==> src/rtl/raisin64_run_ctrl.sv <==
// Run controller for the raisin64 core: sequences core reset release, counts RUN
// cycles and ends a run on halt, PC stall or cycle-budget timeout.
module raisin64_run_ctrl #(
   parameter int unsigned RESET_CYCLES = 2,
   parameter int unsigned MAX_CYCLES   = 100,
   parameter int unsigned STALL_LIMIT  = 16,
   parameter int unsigned PC_W         = 64,
   parameter int unsigned CNT_W        = 32
) (
   input  logic             clk,
   input  logic             rst_n,
   input  logic             run,
   input  logic [PC_W-1:0]  cpu_pc,
   input  logic             cpu_halt,
   output logic             cpu_rst_n,
   output logic             running,
   output logic             done,
   output logic [1:0]       reason,
   output logic [CNT_W-1:0] cycle_count
);

   localparam int unsigned RST_W   = (RESET_CYCLES > 1) ? $clog2(RESET_CYCLES) : 1;
   localparam int unsigned STALL_W = (STALL_LIMIT > 0) ? $clog2(STALL_LIMIT + 1) : 1;

   localparam logic [RST_W-1:0]   RST_LAST     = RST_W'(RESET_CYCLES - 1);
   localparam logic [STALL_W-1:0] STALL_LIM_M1 = STALL_W'(STALL_LIMIT - 1);
   localparam logic [CNT_W-1:0]   MAX_M1       = CNT_W'(MAX_CYCLES - 1);

   localparam logic [1:0] REASON_NONE    = 2'd0;
   localparam logic [1:0] REASON_HALT    = 2'd1;
   localparam logic [1:0] REASON_STALL   = 2'd2;
   localparam logic [1:0] REASON_TIMEOUT = 2'd3;

   typedef enum logic [1:0] {
      S_IDLE  = 2'd0,
      S_RESET = 2'd1,
      S_RUN   = 2'd2,
      S_DONE  = 2'd3
   } state_t;

   state_t             r_state;
   state_t             w_state_next;
   logic [RST_W-1:0]   r_rst_cnt;
   logic [STALL_W-1:0] r_stall_cnt;
   logic [PC_W-1:0]    r_last_pc;
   logic [CNT_W-1:0]   r_cycle_count;
   logic [1:0]         r_reason;
   logic               r_cpu_rst_n;
   logic               w_cpu_rst_n_next;

   logic               w_rst_last;
   logic               w_pc_same;
   logic               w_halt_hit;
   logic               w_stall_hit;
   logic               w_timeout_hit;
   logic               w_end;
   logic [1:0]         w_end_reason;

   assign w_rst_last    = (r_rst_cnt == RST_LAST);
   assign w_pc_same     = (cpu_pc == r_last_pc);
   assign w_halt_hit    = cpu_halt;
   assign w_stall_hit   = (STALL_LIMIT != 0) && w_pc_same && (r_stall_cnt == STALL_LIM_M1);
   assign w_timeout_hit = (MAX_CYCLES != 0) && (r_cycle_count == MAX_M1);
   assign w_end         = w_halt_hit || w_stall_hit || w_timeout_hit;

   // Priority halt > stall > timeout when several end conditions hit together.
   always_comb begin
      w_end_reason = REASON_NONE;
      if (w_halt_hit)
         w_end_reason = REASON_HALT;
      else if (w_stall_hit)
         w_end_reason = REASON_STALL;
      else if (w_timeout_hit)
         w_end_reason = REASON_TIMEOUT;
   end

   always_ff @(posedge clk or negedge rst_n) begin
      if (!rst_n)
         r_state <= S_IDLE;
      else
         r_state <= w_state_next;
   end

   always_comb begin
      w_state_next = r_state;
      case (r_state)
         S_IDLE:  w_state_next = run ? S_RESET : S_IDLE;
         S_RESET: w_state_next = !run ? S_IDLE : (w_rst_last ? S_RUN : S_RESET);
         S_RUN:   w_state_next = !run ? S_IDLE : (w_end ? S_DONE : S_RUN);
         S_DONE:  w_state_next = run ? S_DONE : S_IDLE;
         default: w_state_next = S_IDLE;
      endcase
   end

   // The core sees reset released exactly while the next state is RUN.
   always_comb begin
      w_cpu_rst_n_next = (w_state_next == S_RUN);
   end

   always_ff @(posedge clk or negedge rst_n) begin
      if (!rst_n) begin
         r_cpu_rst_n   <= 1'b0;
         r_rst_cnt     <= '0;
         r_stall_cnt   <= '0;
         r_last_pc     <= '0;
         r_cycle_count <= '0;
         r_reason      <= REASON_NONE;
      end else begin
         r_cpu_rst_n <= w_cpu_rst_n_next;
         case (r_state)
            S_IDLE: begin
               if (run) begin
                  r_cycle_count <= '0;
                  r_reason      <= REASON_NONE;
                  r_stall_cnt   <= '0;
                  r_rst_cnt     <= '0;
               end
            end
            S_RESET: begin
               if (run) begin
                  if (w_rst_last)
                     r_last_pc <= cpu_pc;
                  else
                     r_rst_cnt <= r_rst_cnt + RST_W'(1);
               end
            end
            S_RUN: begin
               if (run) begin
                  if (r_cycle_count != '1)
                     r_cycle_count <= r_cycle_count + CNT_W'(1);
                  if (w_pc_same) begin
                     if (STALL_LIMIT != 0)
                        r_stall_cnt <= r_stall_cnt + STALL_W'(1);
                  end else begin
                     r_stall_cnt <= '0;
                     r_last_pc   <= cpu_pc;
                  end
                  if (w_end)
                     r_reason <= w_end_reason;
               end
            end
            default: ;
         endcase
      end
   end

   assign cpu_rst_n   = r_cpu_rst_n;
   assign running     = (r_state == S_RUN);
   assign done        = (r_state == S_DONE);
   assign reason      = r_reason;
   assign cycle_count = r_cycle_count;

endmodule

==> config.mk <==
export PLATFORM = sky130hd
export DESIGN_NAME = raisin64_run_ctrl
export DESIGN_NICKNAME = d
export VERILOG_FILES = /design/src/rtl/raisin64_run_ctrl.sv
export SDC_FILE = /design/constraint.sdc
export NUM_CORES = 1
export LEC_CHECK = 0
export CORE_ASPECT_RATIO = 0.75
export CORE_UTILIZATION = 50
export DETAILED_ROUTE_END_ITERATION = 7
export PLACE_DENSITY = 0.8
export SKIP_CTS_REPAIR_TIMING = 1
export SLEW_MARGIN = 5
export SYNTH_ARGS = -nofsm -noshare
export SYNTH_HDL_FRONTEND = slang
export SYNTH_SLANG_ARGS = --single-unit
==> constraint.sdc <==
create_clock -name clk -period 4.5 [get_ports clk]
set_input_delay 0.9 -clock clk [delete_from_list [all_inputs] [get_ports clk]]
set_output_delay 0.9 -clock clk [all_outputs]
set_load 0.005 [all_outputs]
==> reports/metrics.cfg <==
[run_status]
status=finished, final reports clean

[pwr]
pwr-share-clk_pct=23.3
ir_drop_mv=0.241
leakage_nw=3.02
combPwrFrac_pct=29.8
powerDensity_nw_per_um2=450
switchingPower_mw=0.941
intPower_mw=2.30
seqPwrFrac_pct=46.8
swShare_pct=29.1
power_mw=3.24

[worst_setup_path]
crit_path_end_kind=flip-flop
arrival_ns=3.84
required_ns=4.72
cp-start-kind=primary input
worst-path-max-fanout=47
path_class=primary input to flip-flop

[detailed_routing]
wl_um=12800
wl_per_cell_um=17.4
route.detailed.drc=0
postRouteAntennaNets=0
drt-pass1-iter-count=5
drt_iter0_drc=334
vias=4179
vias_per_cell=5.67

[die]
die_y_um=94.9
die-area_um2=11900
initial_core_util_pct=51.9
ioPinCount=105
die_w_um=126
core_area_um2=11100
rows=33

[clock_network]
path_clk_slew_ns=0.07
cts_max_level=3
cts.path.max_buffers=2
cts_buffers=9
cts-root-buf=clkbuf_16
clock-sinks=107
cts_tree=done
clk-insertion-delay-late_ns=0.34

[yosys]
async_reset_ff_share_pct=100
synth_edf_count=0
synth_area_um2=5750
ys_seq_area_share_pct=46.6
syn_area_per_cell_um2=11.8
yosys_warnings=0
ys_ff_latch=107
synth.distinct_cells=51
ys.flop_type=dfrtp_1
synth_nets=560
synthCells=489

[placement]
gp_congestion=0.852
dp_hpwl_um=9070
port_buffers=104

[timing]
slew_headroom_pct=27.8
rsz0062_at_grt=no
finalClockSkew_ns=0.00761
finalSetupViolations=0
hold_viol=0
worst_pin_slew_ns=1.08
setup_tns_ns=0
period_minus_slack_ns=3.62
slew_violations=0
max_freq_mhz=276
finalCritPeriodShare_pct=80.4

[grt]
use_met3_pct=3.80
grtUsageMet1_pct=30.7
grt_pass1_wl_um=21200
grt_busiest_layer=met2
grt_max_degree=86
antenna_found_initial=0
overflow=0
grt_pass1_vias=4247
track_usage_pct=22.4
use_met2_pct=36.2

[flow_run]
drv_cap=0

[final_layout]
seq_area_um2=2680
diodes=0
multi_input_area_um2=2930
drive_above_1_share_pct=16.6
area_growth_pct=25.0
nets=663
fillers=870
layout_common_cells=dfrtp_1, clkdlybuf4s50_1, xor2_1
layout_commonest_cell=dfrtp_1

[min_path]
hold_path_class=flip-flop to flip-flop

==> stage by stage <==
step           setup slack, ns  hold WS (ns)  area, um2  std cells  util, %
2_1_floorplan             1.76         0.449       5750        489        -
3_3_place_gp             0.617         0.463       6900        721     62.4
3_5_place_dp             0.576         0.486       6900        721     62.4
4_1_cts                  0.956         0.503       7190        737     64.9
5_1_grt                  0.775         0.543       7190        737     64.9
6_report                 0.883         0.510       7190        737     64.9
==> power groups by stage <==
stage	Combinational, mW	Sequential [mW]	Clock, mW
after floorplan	0.772	1.46	0
after global placement	0.928	1.51	0
after detailed placement	0.974	1.52	0
after CTS	0.978	1.51	0.784
after global routing	1.05	1.55	0.811
final	0.966	1.52	0.756
==> final timing paths <==
path / to / cells after the start / slack (ns) / from
max in group asynchronous: r_last_pc[22] / 2 / 2.81 / rst_n
min in group asynchronous: r_last_pc[59] / 1 / 0.74 / rst_n
worst min register to register: r_stall_cnt[4] / 2 / 0.51 / r_stall_cnt[4]
worst max register to register: r_last_pc[36] / 7 / 1.48 / r_last_pc[28]
worst max-delay path: r_last_pc[36] / 8 / 0.88 / cpu_pc[28]
worst min-delay path: r_stall_cnt[4] / 2 / 0.51 / r_stall_cnt[4]
==> final cells by class <==
class | instances | share of cell area (%)
clock inverters | 7 | 0.818
well taps | 140 | 2.44
clock buffers | 9 | 3.13
multi-input cells | 357 | 40.7
repair buffers | 110 | 15.3
flip-flops and latches | 107 | 37.3
inverters | 7 | 0.366
==> metal layers <==
| metal | vias up | share of wire [%] |
|---|---|---|
| met5 | - | 0 |
| met2 | 132 | 48 |
| met3 | 24 | 4.7 |
| met4 | 0 | 2.1 |
| met1 | 2079 | 45 |
| li1 | 1944 | - |
==> cells by family (layout without fill, tap and decap cells) <==
family | after synthesis | in the layout | synth area share (%)
AOI/OAI and AO/OA | 41 | 41 | 5.07
xor gates and xnor gates | 82 | 82 | 12.5
adders and majority gates | 3 | 3 | 0.653
buffers and inverters | 25 | 133 | 2.48
DFF | 107 | 107 | 46.6
muxes | 67 | 67 | 17.1
and+or+nand+nor | 164 | 164 | 15.6
==> state kept, by name, summed over array words and instances, names as in the netlist <==
name,flops
cycle_count,32
r_rst_cnt,1
r_state,2
r_last_pc,64
reason,2
r_stall_cnt,5
cpu_rst_n,1
==> critical path, stage by stage <==
cell	delay [ns]
clkdlybuf4s50_1	0.45
xor2_1	0.16
nor4_1	0.43
nand4_1	0.24
nor4_4	0.63
a21oi_4	0.34
buf_12	0.32
mux2_4	0.34
==> cell usage after synthesis (4+ instances only) <==
master    count  area share (%)
inv_1         6            0.39
or3_1         6            0.65
or4_1         4            0.52
xor2_1       79              12
nor3_1        5            0.44
mux2_2        6             1.2
dfrtp_1     107              47
nand3_1      19             1.7
nor4_1       22             2.4
nand2b_1      6            0.65
buf_6         6             1.2
clkbuf_1      8            0.52
nand2_1      32             2.1
and3_1        4            0.44
a21oi_1      12             1.0
nor2_1       31             2.0
nand4_1      15             1.6
o21ai_0       9            0.78
mux2_4       61              16
Power figures use the tool's default switching activity.
